**src/rtl/ex_mem_stage_if.sv**
```systemverilog
// ex_mem_stage_if: ID/EX-to-EX/MEM bus for ex_mem_stage (decoded inputs, stall and registered outputs)
interface ex_mem_stage_if;
    logic        valid_i;
    logic [31:0] val1_i;
    logic [31:0] val2_i;
    logic [3:0]  ALUCtrl_i;
    logic [31:0] store_data_i;
    logic [4:0]  rd_addr_i;
    logic [1:0]  Mem_i;
    logic        WB_i;
    logic        stall_o;
    logic        valid_o;
    logic [31:0] ALU_result_o;
    logic [31:0] store_data_o;
    logic [4:0]  rd_addr_o;
    logic [1:0]  Mem_o;
    logic        WB_o;

    modport master (
        output valid_i, val1_i, val2_i, ALUCtrl_i, store_data_i, rd_addr_i, Mem_i, WB_i,
        input  stall_o, valid_o, ALU_result_o, store_data_o, rd_addr_o, Mem_o, WB_o
    );

    modport slave (
        input  valid_i, val1_i, val2_i, ALUCtrl_i, store_data_i, rd_addr_i, Mem_i, WB_i,
        output stall_o, valid_o, ALU_result_o, store_data_o, rd_addr_o, Mem_o, WB_o
    );
endinterface

```
**src/rtl/ex_mem_stage.sv**
```systemverilog
// ex_mem_stage: execute stage + EX/MEM register; MUL is iterative shift-add unless EX_FAST_MUL_EN is defined
module ex_mem_stage #(
    parameter int MUL_BITS_PER_CYCLE = 1
) (
    input logic           clk_i,
    input logic           rst_i,
    ex_mem_stage_if.slave bus
);
    localparam logic [3:0] OP_ADD = 4'b0010;
    localparam logic [3:0] OP_SUB = 4'b0110;
    localparam logic [3:0] OP_AND = 4'b0000;
    localparam logic [3:0] OP_OR  = 4'b0001;
    localparam logic [3:0] OP_MUL = 4'b1111;

    logic        is_mul;
    logic [31:0] mul_res;
    logic [31:0] alu_res;

    assign is_mul = bus.ALUCtrl_i == OP_MUL;

`ifdef EX_FAST_MUL_EN
    assign mul_res = bus.val1_i * bus.val2_i;
`else
    assign mul_res = '0;
`endif

    // Single-cycle ALU; unknown codes give zero
    always_comb begin
        alu_res = bus.ALUCtrl_i == OP_ADD ? bus.val1_i + bus.val2_i :
                  bus.ALUCtrl_i == OP_SUB ? bus.val1_i - bus.val2_i :
                  bus.ALUCtrl_i == OP_AND ? bus.val1_i & bus.val2_i :
                  bus.ALUCtrl_i == OP_OR  ? bus.val1_i | bus.val2_i :
                  is_mul                  ? mul_res : '0;
    end

`ifdef EX_FAST_MUL_EN
    assign bus.stall_o = 1'b0;

    // EX/MEM register: every valid op completes in one cycle, otherwise a bubble
    always_ff @(posedge clk_i or posedge rst_i) begin
        if (rst_i) begin
            bus.valid_o      <= 1'b0;
            bus.ALU_result_o <= '0;
            bus.store_data_o <= '0;
            bus.rd_addr_o    <= '0;
            bus.Mem_o        <= '0;
            bus.WB_o         <= 1'b0;
        end else if (bus.valid_i) begin
            bus.valid_o      <= 1'b1;
            bus.ALU_result_o <= alu_res;
            bus.store_data_o <= bus.store_data_i;
            bus.rd_addr_o    <= bus.rd_addr_i;
            bus.Mem_o        <= bus.Mem_i;
            bus.WB_o         <= bus.WB_i;
        end else begin
            bus.valid_o <= 1'b0;
            bus.Mem_o   <= '0;
            bus.WB_o    <= 1'b0;
        end
    end
`else
    localparam int          N          = 32 / MUL_BITS_PER_CYCLE;
    localparam logic [31:0] DIGIT_MASK = 32'((64'd1 << MUL_BITS_PER_CYCLE) - 64'd1);

    typedef enum logic {IDLE, MUL} state_t;

    state_t      state, state_nx;
    logic [5:0]  cnt;
    logic [31:0] mcand, mplier, acc, acc_nx;
    logic [31:0] cap_sd;
    logic [4:0]  cap_rd;
    logic [1:0]  cap_mem;
    logic        cap_wb;
    logic        last, issue_mul, stall;

    assign last        = state == MUL && cnt == 6'(N - 1);
    assign issue_mul   = state == IDLE && bus.valid_i && is_mul;
    assign acc_nx      = acc + mcand * (mplier & DIGIT_MASK);
    assign bus.stall_o = stall && !rst_i;

    // State register
    always_ff @(posedge clk_i or posedge rst_i) begin
        if (rst_i) state <= IDLE;
        else       state <= state_nx;
    end

    // Next state and stall: hold upstream from MUL issue until the final digit cycle
    always_comb begin
        state_nx = state;
        stall    = 1'b0;
        if (state == IDLE) begin
            state_nx = issue_mul ? MUL : IDLE;
            stall    = issue_mul;
        end else begin
            state_nx = last ? IDLE : MUL;
            stall    = !last;
        end
    end

    // Multiplier datapath: capture operands on issue, retire one digit (LSB first) per MUL cycle
    always_ff @(posedge clk_i or posedge rst_i) begin
        if (rst_i) begin
            mcand   <= '0;
            mplier  <= '0;
            acc     <= '0;
            cnt     <= '0;
            cap_sd  <= '0;
            cap_rd  <= '0;
            cap_mem <= '0;
            cap_wb  <= 1'b0;
        end else if (issue_mul) begin
            mcand   <= bus.val1_i;
            mplier  <= bus.val2_i;
            acc     <= '0;
            cnt     <= '0;
            cap_sd  <= bus.store_data_i;
            cap_rd  <= bus.rd_addr_i;
            cap_mem <= bus.Mem_i;
            cap_wb  <= bus.WB_i;
        end else if (state == MUL) begin
            acc    <= acc_nx;
            mcand  <= mcand << MUL_BITS_PER_CYCLE;
            mplier <= mplier >> MUL_BITS_PER_CYCLE;
            cnt    <= cnt + 6'd1;
        end
    end

    // EX/MEM register: product on the last MUL cycle, ALU result on a plain issue, bubble otherwise
    always_ff @(posedge clk_i or posedge rst_i) begin
        if (rst_i) begin
            bus.valid_o      <= 1'b0;
            bus.ALU_result_o <= '0;
            bus.store_data_o <= '0;
            bus.rd_addr_o    <= '0;
            bus.Mem_o        <= '0;
            bus.WB_o         <= 1'b0;
        end else if (last) begin
            bus.valid_o      <= 1'b1;
            bus.ALU_result_o <= acc_nx;
            bus.store_data_o <= cap_sd;
            bus.rd_addr_o    <= cap_rd;
            bus.Mem_o        <= cap_mem;
            bus.WB_o         <= cap_wb;
        end else if (state == IDLE && bus.valid_i && !is_mul) begin
            bus.valid_o      <= 1'b1;
            bus.ALU_result_o <= alu_res;
            bus.store_data_o <= bus.store_data_i;
            bus.rd_addr_o    <= bus.rd_addr_i;
            bus.Mem_o        <= bus.Mem_i;
            bus.WB_o         <= bus.WB_i;
        end else begin
            bus.valid_o <= 1'b0;
            bus.Mem_o   <= '0;
            bus.WB_o    <= 1'b0;
        end
    end
`endif
endmodule

```
**src/flat_wrapper.sv**
```systemverilog
// flat-port wrapper written by rule: the top's interface ports become plain ports
module ex_mem_stage_flat 
#(
    parameter int MUL_BITS_PER_CYCLE = 1
)
  (clk_i, rst_i, bus_valid_i, bus_val1_i, bus_val2_i, bus_ALUCtrl_i, bus_store_data_i, bus_rd_addr_i, bus_Mem_i, bus_WB_i, bus_stall_o, bus_valid_o, bus_ALU_result_o, bus_store_data_o, bus_rd_addr_o, bus_Mem_o, bus_WB_o);
  ex_mem_stage_if bus_i ();
  input logic clk_i;
  input logic rst_i;
  input wire logic [$bits(bus_i.valid_i)-1:0] bus_valid_i;
  input wire logic [$bits(bus_i.val1_i)-1:0] bus_val1_i;
  input wire logic [$bits(bus_i.val2_i)-1:0] bus_val2_i;
  input wire logic [$bits(bus_i.ALUCtrl_i)-1:0] bus_ALUCtrl_i;
  input wire logic [$bits(bus_i.store_data_i)-1:0] bus_store_data_i;
  input wire logic [$bits(bus_i.rd_addr_i)-1:0] bus_rd_addr_i;
  input wire logic [$bits(bus_i.Mem_i)-1:0] bus_Mem_i;
  input wire logic [$bits(bus_i.WB_i)-1:0] bus_WB_i;
  output wire logic [$bits(bus_i.stall_o)-1:0] bus_stall_o;
  output wire logic [$bits(bus_i.valid_o)-1:0] bus_valid_o;
  output wire logic [$bits(bus_i.ALU_result_o)-1:0] bus_ALU_result_o;
  output wire logic [$bits(bus_i.store_data_o)-1:0] bus_store_data_o;
  output wire logic [$bits(bus_i.rd_addr_o)-1:0] bus_rd_addr_o;
  output wire logic [$bits(bus_i.Mem_o)-1:0] bus_Mem_o;
  output wire logic [$bits(bus_i.WB_o)-1:0] bus_WB_o;
  assign bus_i.valid_i = bus_valid_i;
  assign bus_i.val1_i = bus_val1_i;
  assign bus_i.val2_i = bus_val2_i;
  assign bus_i.ALUCtrl_i = bus_ALUCtrl_i;
  assign bus_i.store_data_i = bus_store_data_i;
  assign bus_i.rd_addr_i = bus_rd_addr_i;
  assign bus_i.Mem_i = bus_Mem_i;
  assign bus_i.WB_i = bus_WB_i;
  assign bus_stall_o = bus_i.stall_o;
  assign bus_valid_o = bus_i.valid_o;
  assign bus_ALU_result_o = bus_i.ALU_result_o;
  assign bus_store_data_o = bus_i.store_data_o;
  assign bus_rd_addr_o = bus_i.rd_addr_o;
  assign bus_Mem_o = bus_i.Mem_o;
  assign bus_WB_o = bus_i.WB_o;
  ex_mem_stage #(.MUL_BITS_PER_CYCLE(MUL_BITS_PER_CYCLE)) u_core (.clk_i(clk_i), .rst_i(rst_i), .bus(bus_i));
endmodule
```
**config.mk**
```make
export PLATFORM = sky130hd
export DESIGN_NAME = ex_mem_stage_flat
export DESIGN_NICKNAME = d
export VERILOG_FILES = /design/src/rtl/ex_mem_stage_if.sv /design/src/rtl/ex_mem_stage.sv /design/src/flat_wrapper.sv
export SDC_FILE = /design/constraint.sdc
export NUM_CORES = 1
export LEC_CHECK = 0
export ABC_CLOCK_PERIOD_IN_PS = 8800
export CAP_MARGIN = 15
export CORE_ASPECT_RATIO = 1.1
export CORE_MARGIN = 1
export CORE_UTILIZATION = 51
export DETAILED_ROUTE_END_ITERATION = 12
export GPL_TIMING_DRIVEN = 0
export PLACE_DENSITY = 0.81
export SLEW_MARGIN = 30
export SYNTH_ARGS = -nofsm -noshare
export SYNTH_HDL_FRONTEND = slang
export SYNTH_SLANG_ARGS = --single-unit
```
**constraint.sdc**
```tcl
create_clock -name clk_i -period 8.8 [get_ports clk_i]
set_input_delay 1.76 -clock clk_i [delete_from_list [all_inputs] [get_ports clk_i]]
set_output_delay 1.76 -clock clk_i [all_outputs]
set_load 0.01 [all_outputs]
```
==> results of run 1 <==
## per-stage QoR
stage	cell area [µm²]	hold WS, ns	std cells	util (%)
6_report	18500	0.473	2475	62.5
3_3_place_gp	17600	0.457	2430	59.5
4_1_cts	18500	0.477	2475	62.5
2_1_floorplan	15300	0.446	1872	-
3_5_place_dp	17700	0.462	2432	59.8
5_1_grt	18500	0.492	2475	62.5
## worst min-delay path by stage
stage / end / cells after the start
global placement: u_core.cap_mem[0]$_DFFE_PP0P_ / 2
global route: u_core.cap_sd[15]$_DFFE_PP0P_ / 2
floorplan: u_core.cap_rd[4]$_DFFE_PP0P_ / 2
CTS: u_core.mplier[10]$_DFFE_PP0P_ / 2
finish: u_core.mplier[10]$_DFFE_PP0P_ / 2
detailed placement: u_core.cap_sd[21]$_DFFE_PP0P_ / 2
## cell families after synthesis
logic type	Yosys count
xor gates and xnor gates	61
muxes	5
and+or+nand+nor	679
AOI/OAI and AO/OA	566
buffers and inverters	215
adders and majority gates	130
DFF	216
## area by class of cell
| class | count | area, µm² | share of cell area (%) |
|---|---|---|---|
| timing repair buffer | 186 | 1900 | 10.3 |
| sequential | 216 | 5410 | 29.3 |
| clock buffer | 32 | 682 | 3.69 |
| buffer | 115 | 459 | 2.49 |
| inverter | 100 | 383 | 2.07 |
| tap | 374 | 468 | 2.53 |
| multi-input combinational | 1441 | 9050 | 49.0 |
| clock inverter | 11 | 128 | 0.691 |
## worst register-to-register path, stage by stage (launching register included)
cell and delay, ns:
dfrtp_1 0.47, clkbuf_1 0.27, and2_1 0.22, ha_1 0.22, fa_1 0.47, a211oi_1 0.30, o21ai_0 0.18, a21oi_1 0.37
o21ai_1 0.22, a211oi_2 0.36, o21bai_1 0.19, xor2_1 0.21, a222oi_1 0.32, o21ai_0 0.13
## power by group through the flow
stage               combinational [µW]  sequential [µW]  clock [µW]
detailed placement                1830             1630           0
global route                      2040             1660        1090
floorplan                          993             1620           0
CTS                               1850             1620        1060
global placement                  1780             1610           0
finish                            1870             1630        1050
## per-layer routing
layer  wire length (µm)  GRT usage [%]  part of all wire (%)
met1              22300           45.6                    41
met2              24900           58.7                    46
met3               4980           6.72                   9.1
met4               2480           16.0                   4.5
met5                  0              0                     0
## placed cells by master (no fill, tap or decap), drive strengths merged, types with 32 or more instances in the layout
cell,n
a21oi,128
a22o,32
a22oi,105
and2,40
clkbuf,122
clkdlybuf4s50,184
dfrtp,216
ha,127
inv,102
nand2,412
nor2,83
nor3,32
o21ai,102
xnor2,34
## sequential cells by signal (all words and copies together), names as in the netlist, 2 cells and up
name,cells
u_core.acc,32
u_core.bus.ALU_result_o,32
u_core.bus.store_data_o,32
u_core.cap_sd,32
u_core.mcand,32
u_core.mplier,32
u_core.cnt,6
u_core.bus.rd_addr_o,5
u_core.cap_rd,5
u_core.bus.Mem_o,2
u_core.cap_mem,2
==> run metrics, run 1 <==
Layout fillers=2548; Post-CTS Setup Bufs=0; number of synthesized flops with an enable pin=0; post-synthesis adder-cell area fraction=between 10% and 20%; Crit path depth=6; Setup Skew=around 0.022 ns; Setup Slack @ Placement=2.68 ns; drt wl/cell=22.1 µm; post-synth top area share=between 30% and 40%; CTS sink count=between 200 and 250; area leader, netlist=dfrtp_1; FMAX=165 MHz; worst-case vdd ir drop=155 µV; number of H-tree levels=1; Detailed Route Iter0 Violations=around 1700; first-pass GRT wire length=84.6 mm; DIE AREA=30700 µm²; Largest delay share family, worst path=buffers and inverters; Slew Viols, Final=0; crit path buf inv count=5; Yosys warnings=0; Post-Synth Simple-Gate Area=19.4%; boundary pin count=185; Core Region=29600 µm²; Psw=1810 µW; Crit Path Max Fanout=83; crit path to=bus_stall_o; min-delay src=u_core.mplier[10]$_DFFE_PP0P_; die width=167 µm; routability cong.=0.966; Synth async-reset ratio=100%; outcome=completed; sequential fraction of the synthesis area=approximately 35%; R2R cell count=13; Initial Utilization=51.7%; GRT Overall Usage=between 30% and 40%; xor/xnor cell area share of the yosys netlist=3.49%; area added between synthesis and finish=20.9%; Hold Fails Final Rpt=0; syn avg cell area=about 8.2 µm²; post-CTS resize count=0; post-synth cell types=82; DR vias=15300; register share of total power=35.8%; Pleak=around 0.0089 µW; antenna diode count=0; Commonest cells post-synth=nand2_1 (412), dfrtp_1 (216), a21oi_1 (127), ha_1 (127), a22oi_1 (105); WL final=54.7 mm; row cnt=66; Num CTS Buffers=24; PwrDens=246 nW/µm²; port bufs=184; initial antenna violation count=0; largest net degree at the start of global routing=84; FF-to-FF setup slack=about 4.8 ns; CP Launch Type=input port; multiplexer area fraction after synthesis=0.336%; Setup Crit Path Kind=input port to output pin; DP HPWL=42.2 mm; reg2reg start=u_core.mplier[0]$_DFFE_PP0P_; final setup fails=0; Final Cycle Share=68.8%; die height=184 µm; RR Endpoint=u_core.bus.ALU_result_o[26]$_DFFE_PP0P_; layout cell share with drive strength beyond 1=3.66%; Worst EP arrival=approximately 4.3 ns; CP Data Required Time=slightly above 7 ns; RSZ-0062 raised after global routing=false; #FFs+latches synth=216; Post-DRT Antenna Nets=0; Tmin final=between 6 and 7 ns; total chip power=about 4500 µW; Worst Hold Class=register to register; # DRC=0; combinational power share=41.2%; Overflow after GRT=0; clock root buffer=clkbuf_16; nets=between 2000 and 2500; clock tree buffer depth=3; CP max stage delay=~0.57 ns; largest family of logic cells by synthesized area=compound AO/OA/AOI/OAI gates; setup tns final=0 ns; Clock transition at path regs=roughly 0.05 ns; Synth Instances=approximately 1900; syn nets=2113; count leader, synth=nand2_1; Initial DRT Pass Iterations=7; # hold bufs at CTS=0; complex-gate fraction of the synthesized area=25.1%; Max-cap violations=0; Critical Path Start=rst_i; Int Pwr=roughly 2700 µW; ranking of synthesized cells by area=dfrtp_1 (35%), ha_1 (10%), nand2_1 (10%), a22oi_1 (5.2%), a21oi_1 (4.2%); Sw Share=39.8%; Synth Flop Type=dfrtp_1; CP Capture Type=output pin; clock network fraction of design power=between 20 and 25%; Worst-Margin Slew=approximately 0.95 ns; vias in the first global route=15100; worst skew pair latency=approximately 0.54 ns; critical path cell sequence=clkdlybuf4s50_1, inv_8, buf_16, buf_16, and2_1, clkdlybuf4s50_1; Via density=just over 6; cell area after synthesis=approximately 15000 µm²; CTS tree=yes; final worst slack=2.75 ns; Slew HR=roughly 37%; master of the slowest instance on the critical path=clkdlybuf4s50_1
(Power assumes the default switching activity.)
==> run 2: changes to the inputs <==
--- a/config.mk
+++ b/config.mk
@@ -5,7 +5,7 @@
 export SDC_FILE = /design/constraint.sdc
 export NUM_CORES = 1
 export LEC_CHECK = 0
-export ABC_CLOCK_PERIOD_IN_PS = 8800
+export ABC_CLOCK_PERIOD_IN_PS = 5600
 export CAP_MARGIN = 15
 export CORE_ASPECT_RATIO = 1.1
 export CORE_MARGIN = 1
==> constraint.sdc (replaced) <==
create_clock -name clk_i -period 5.6 [get_ports clk_i]
set_input_delay 1.12 -clock clk_i [delete_from_list [all_inputs] [get_ports clk_i]]
set_output_delay 1.12 -clock clk_i [all_outputs]
set_load 0.01 [all_outputs]
==> run 2 against run 1 <==
Via count up 0.77%. Clock-buffer cell count down 1. Utilization up 0.61 points. Cell area up 0.97%. Final cell count up 0.28%. First-iteration DRC count down 0.88%. Flip-flop and latch count unchanged. Largest power group unchanged. Power up 59%. Combinational power up 57%. Clock skew up 0.015 ns. Register-to-register slack worse by 3.2 ns.
==> run metrics, run 2 (same netlist as run 1, synthesis figures left out) <==
clock root buffer=clkbuf_16; port bufs=184 (unchanged); final core occ=63.1% (+0.61 points); initial antenna violation count=0 (unchanged); most common cell after layout, fill and taps aside=nand2_1; final setup fails=0 (unchanged); RSZ-0062 raised after global routing=false; most frequent cells in the layout=nand2_1 (412), dfrtp_1 (216), clkdlybuf4s50_1 (184); FMAX=209 MHz; vias in the first global route=14800 (-2.1%); CP Data Required Time=4.48 ns (-2.56 ns); Initial Utilization=51.7% (unchanged); area added between synthesis and finish=22.0%; WL final=54.4 mm (-0.49%); Via density=6.20 (+0.49%); Overflow after GRT=0 (unchanged); antenna diode count=0 (unchanged); Largest delay share family, worst path=buffers and inverters; Setup Crit Path Kind=input port to output pin; GRT Overall Usage=35.1% (-0.53 points); Crit Path Max Fanout=9 (-89%); PwrDens=389 nW/µm² (+58%); CTS tree=yes; outcome=completed; Post-CTS Setup Bufs=0 (unchanged); Post-DRT Antenna Nets=0 (unchanged); CP Capture Type=output pin; DR vias=15400 (+0.77%); most frequent CP cell=clkdlybuf4s50_1; master of the slowest instance on the critical path=clkdlybuf4s50_1; worst-case vdd ir drop=354 µV (+130%); Num CTS Buffers=24 (unchanged); Tmin final=approximately 4.8 ns; nets=2331 (+0.26%); row cnt=66 (unchanged); die width=167 µm (unchanged); Layout fillers=2595 (+1.8%); setup tns final=0 ns (unchanged); CTS sink count=216 (unchanged); clock tree buffer depth=3 (unchanged); layout cell share with drive strength beyond 1=4.03% (+0.37 points); Initial DRT Pass Iterations=8 (+1); Setup Skew=0.0372 ns (+0.0153 ns); largest net degree at the start of global routing=31 (-63%); number of H-tree levels=1 (unchanged); routability cong.=0.966 (about the same); Slew HR=30.8% (-5.7 points); # DRC=0 (unchanged); first-pass GRT wire length=83.4 mm (-1.4%); # hold bufs at CTS=0 (unchanged); drt wl/cell=21.9 µm (-0.77%); CP Launch Type=input port; post-CTS resize count=0 (unchanged); worst skew pair latency=0.56 ns (+0.02 ns); critical path cell sequence=clkdlybuf4s50_1, nand4_1, nand3b_1, o21ai_0, and2_1, clkdlybuf4s50_1; DP HPWL=42.2 mm (+0.14%); Worst Hold Class=register to register; CP max stage delay=0.63 ns (+0.06 ns); Max-cap violations=0 (unchanged); Final Cycle Share=~86%; DIE AREA=30700 µm² (unchanged); boundary pin count=185 (unchanged); Pleak=0.00894 µW (+0.87%); Clock transition at path regs=0.06 ns (about the same); Worst-Margin Slew=1.03 ns (+0.0853 ns); Slew Viols, Final=0 (unchanged); Worst EP arrival=3.67 ns (-0.62 ns); Hold Fails Final Rpt=0 (unchanged); crit path buf inv count=2 (-3); Detailed Route Iter0 Violations=1696 (-0.88%); Core Region=29600 µm² (unchanged); die height=184 µm (unchanged)
-- run 2: cell types whose count changed in the layout (fill, tap and decap cells not counted), sizes merged --
cell | before | now
clkbuf | 122 | 121
inv | 102 | 101
bufinv | 2 | 4
clkinvlp | 2 | 3
buf | 27 | 33
-- run 2: per-layer routing --
layer | global-route usage, % | vias up | part of all wire [%]
li1 | - | 7032 | -
met1 | 46.4 | 7472 | 42
met2 | 58.6 | 768 | 46
met3 | 5.12 | 128 | 8.3
met4 | 12.8 | 0 | 3.6
met5 | 0 | - | 0
-- run 2: final timing paths --
check	start	end	slack [ns]	cells after the start
setup / recovery	bus_ALUCtrl_i[1]	bus_stall_o	0.81	6
setup reg to reg	u_core.mplier[0]$_DFFE_PP0P_	u_core.bus.ALU_result_o[26]$_DFFE_PP0P_	1.53	13
max in group asynchronous	rst_i	u_core.mcand[28]$_DFFE_PP0P_	3.82	5
min in group asynchronous	rst_i	u_core.bus.store_data_o[3]$_DFFE_PP0P_	0.88	2
hold reg to reg	u_core.bus.store_data_o[27]$_DFFE_PP0P_	u_core.bus.store_data_o[27]$_DFFE_PP0P_	0.47	2
hold / removal	u_core.bus.store_data_o[27]$_DFFE_PP0P_	u_core.bus.store_data_o[27]$_DFFE_PP0P_	0.47	2
-- run 2: final cells by class --
type / instances / area [µm²] / share of cell area [%]
Multi-Input combinational cell: 1441 / 9050 / 48.5
Sequential cell: 216 / 5410 / 29.0
Timing Repair Buffer: 192 / 2020 / 10.8
Clock buffer: 31 / 667 / 3.58
Tap cell: 374 / 468 / 2.51
Buffer: 115 / 459 / 2.46
Inverter: 100 / 379 / 2.03
Clock inverter: 13 / 205 / 1.10
-- run 2: metrics by stage --
| stage | instances | cell area (µm²) | power, µW | hold WS, ns | setup WS (ns) |
|---|---|---|---|---|---|
| floorplan | 1872 | 15300 | 4110 | 0.446 | -0.310 |
| global placement | 2430 | 17600 | 5330 | 0.458 | -2.80 |
| detailed placement | 2438 | 17800 | 5450 | 0.462 | 0.639 |
| CTS | 2482 | 18700 | 7210 | 0.478 | 0.906 |
| global route | 2482 | 18700 | 7610 | 0.492 | 0.733 |
| finish | 2482 | 18700 | 7250 | 0.472 | 0.806 |
-- run 2: worst register-to-register path, stage by stage, from the launching register on --
cell,delay [ns]
dfrtp_1,0.47
clkbuf_1,0.25
and2_1,0.20
ha_1,0.20
fa_1,0.46
a211oi_1,0.33
o21ai_0,0.22
a21oi_1,0.37
o21ai_1,0.25
a211oi_2,0.35
o21bai_1,0.18
xor2_1,0.21
a222oi_1,0.31
o21ai_0,0.13
-- run 2: power breakdown --
| part | switching (µW) | internal [µW] |
|---|---|---|
| clock network | 705 | 1040 |
| logic | 1730 | 1210 |
| registers | 419 | 2140 |
| total | 2860 | 4400 |
==> run 3: changes to the inputs <==
--- a/config.mk
+++ b/config.mk
@@ -13,7 +13,6 @@
 export DETAILED_ROUTE_END_ITERATION = 12
 export GPL_TIMING_DRIVEN = 0
 export PLACE_DENSITY = 0.81
-export SLEW_MARGIN = 30
 export SYNTH_ARGS = -nofsm -noshare
 export SYNTH_HDL_FRONTEND = slang
 export SYNTH_SLANG_ARGS = --single-unit
==> run 3 against run 2 <==
Clock-buffer cell count decreased by 1. Sequential power about the same. Sequential share of layout area increased by 0.11 points. Clock skew decreased by 0.00091 ns. Final cell count about the same. Non-clock buffer count decreased by 2. Worst setup slack got worse by 0.0049 ns. Combinational power about the same. Wire length about the same. Die area unchanged. Cell area decreased by 0.38%. Critical path type unchanged.
==> run metrics, run 3 (same netlist as run 1, synthesis figures left out) <==
outcome=completed; Overflow after GRT=0 (unchanged); die height=184 µm (unchanged); DR vias=15300 (-0.50%); CP Data Required Time=4.48 ns (about the same); worst-case vdd ir drop=363 µV (+2.4%); largest net degree at the start of global routing=43 (+39%); CP Launch Type=input port; most common cell after layout, fill and taps aside=nand2_1; CTS tree=yes; Post-DRT Antenna Nets=0 (unchanged); Final Cycle Share=85.7% (+0.087 points); Core Region=29600 µm² (unchanged); clock root buffer=clkbuf_16; Setup Crit Path Kind=input port to output pin; final setup fails=0 (unchanged); clock tree buffer depth=3 (unchanged); initial antenna violation count=0 (unchanged); post-CTS resize count=0 (unchanged); RSZ-0062 raised after global routing=false; area added between synthesis and finish=21.6%; top layer in use=met4; vias in the first global route=14800 (-0.28%); setup tns final=0 ns (unchanged); DIE AREA=30700 µm² (unchanged); Worst EP arrival=3.68 ns (about the same); PwrDens=390 nW/µm² (+0.43%); CTS sink count=216 (unchanged); die width=167 µm (unchanged); Detailed Route Iter0 Violations=1631 (-3.8%); antenna diode count=0 (unchanged); CP Capture Type=output pin; FMAX=208 MHz (-0.10%); most frequent cells in the layout=nand2_1 (412), dfrtp_1 (216), clkdlybuf4s50_1 (184); most frequent CP cell=clkdlybuf4s50_1; Max-cap violations=0 (unchanged); met2 routed WL=25.0 mm (-0.92%); layout cell share with drive strength beyond 1=3.85% (-0.19 points); Hold Fails Final Rpt=0 (unchanged); drt wl/cell=21.9 µm (about the same); Setup Skew=0.0363 ns (-0.000911 ns); WL met3=4.60 mm (+2.5%); # hold bufs at CTS=0 (unchanged); Worst Hold Class=register to register; boundary pin count=185 (unchanged); CP max stage delay=0.62 ns (about the same); Initial Utilization=51.7% (unchanged); Tmin final=4.80 ns (+0.00489 ns); Slew HR=33.9% (+3.1 points); Clock transition at path regs=0.06 ns (about the same); routability cong.=0.966 (unchanged); Via density=6.18 (-0.42%); row cnt=66 (unchanged); Post-CTS Setup Bufs=0 (unchanged); critical path cell sequence=clkdlybuf4s50_1, nand4_1, nand3b_1, o21ai_0, and2_1, clkdlybuf4s50_1; Initial DRT Pass Iterations=6 (-2); port bufs=184 (unchanged); DP HPWL=42.0 mm (-0.46%); master of the slowest instance on the critical path=clkdlybuf4s50_1; worst skew pair latency=0.56 ns (about the same); Crit Path Max Fanout=9 (unchanged); # DRC=0 (unchanged); final core occ=62.9% (-0.24 points); Worst-Margin Slew=0.987 ns (-0.0470 ns); WL final=54.4 mm (about the same); GRT Overall Usage=35.1% (-0.074 points); nets=2329 (-0.086%); Slew Viols, Final=0 (unchanged); M1 wire length=22.6 mm (-0.38%); Pleak=0.00892 µW (-0.30%); number of H-tree levels=1 (unchanged); Num CTS Buffers=24 (unchanged); first-pass GRT wire length=83.4 mm (about the same)
[run 3: changes by cell type in the layout (fill, tap and decap cells not counted)]
cell | previous run | this run
clkbuf_8 | 4 | 2
clkinv_4 | 1 | 2
nor4_2 | 2 | 1
clkbuf_1 | 93 | 94
buf_12 | 6 | 5
inv_8 | 2 | 1
buf_2 | 10 | 11
inv_6 | 2 | 3
buf_16 | 2 | 0
clkinvlp_4 | 3 | 2
bufinv_16 | 4 | 5
nor4_1 | 9 | 10
[run 3: final timing paths]
path	start	end	slack (ns)	cells past startpoint
worst max-delay path	bus_ALUCtrl_i[1]	bus_stall_o	0.80	6
worst min-delay path	u_core.bus.store_data_o[27]$_DFFE_PP0P_	u_core.bus.store_data_o[27]$_DFFE_PP0P_	0.47	2
worst max register to register	u_core.mplier[0]$_DFFE_PP0P_	u_core.bus.ALU_result_o[26]$_DFFE_PP0P_	1.55	13
worst min register to register	u_core.bus.store_data_o[27]$_DFFE_PP0P_	u_core.bus.store_data_o[27]$_DFFE_PP0P_	0.47	2
max in group asynchronous	rst_i	u_core.bus.ALU_result_o[25]$_DFFE_PP0P_	3.56	4
min in group asynchronous	rst_i	u_core.bus.store_data_o[3]$_DFFE_PP0P_	1.04	2
[run 3: worst max-delay path: cells and delay by family]
kind | cells | cell delay [ns]
compound gates | 1 | 0.28
buf+inv | 2 | 1.19
simple gates | 3 | 1.08
[run 3: metrics by stage]
step                instance area [µm²]  std cells  hold slack, ns  power, µW  worst slack [ns]
floorplan                         15300       1872           0.446       4110            -0.310
global placement                  17600       2430           0.458       5330             -2.80
detailed placement                17700       2436           0.462       5440             0.677
CTS                               18600       2480           0.477       7220             0.876
global route                      18600       2480           0.490       7630             0.694
finish                            18600       2480           0.474       7260             0.801
[run 3: routing by layer]
layer  vias up  GRT usage (%)
met1      7359           45.9
met5         -              0
met2       774           58.1
met3       139           5.21
li1       7051              -
met4         0           14.6
[run 3: power by group]
part,switching [µW],internal (µW),total [µW]
Sequential,415,2140,2560
Combinational,1730,1210,2930
Clock,704,1060,1760
Total,2850,4410,7260
[run 3: final cells by class]
type / instances / area [µm²]
plain buffers: 115 / 459
clock buffers: 30 / 643
clock inverters: 14 / 234
fillers: 2567 / 11000
inverters: 100 / 379
multi-input cells: 1441 / 9050
flip-flops and latches: 216 / 5410
well taps: 374 / 468
repair buffers: 190 / 1950
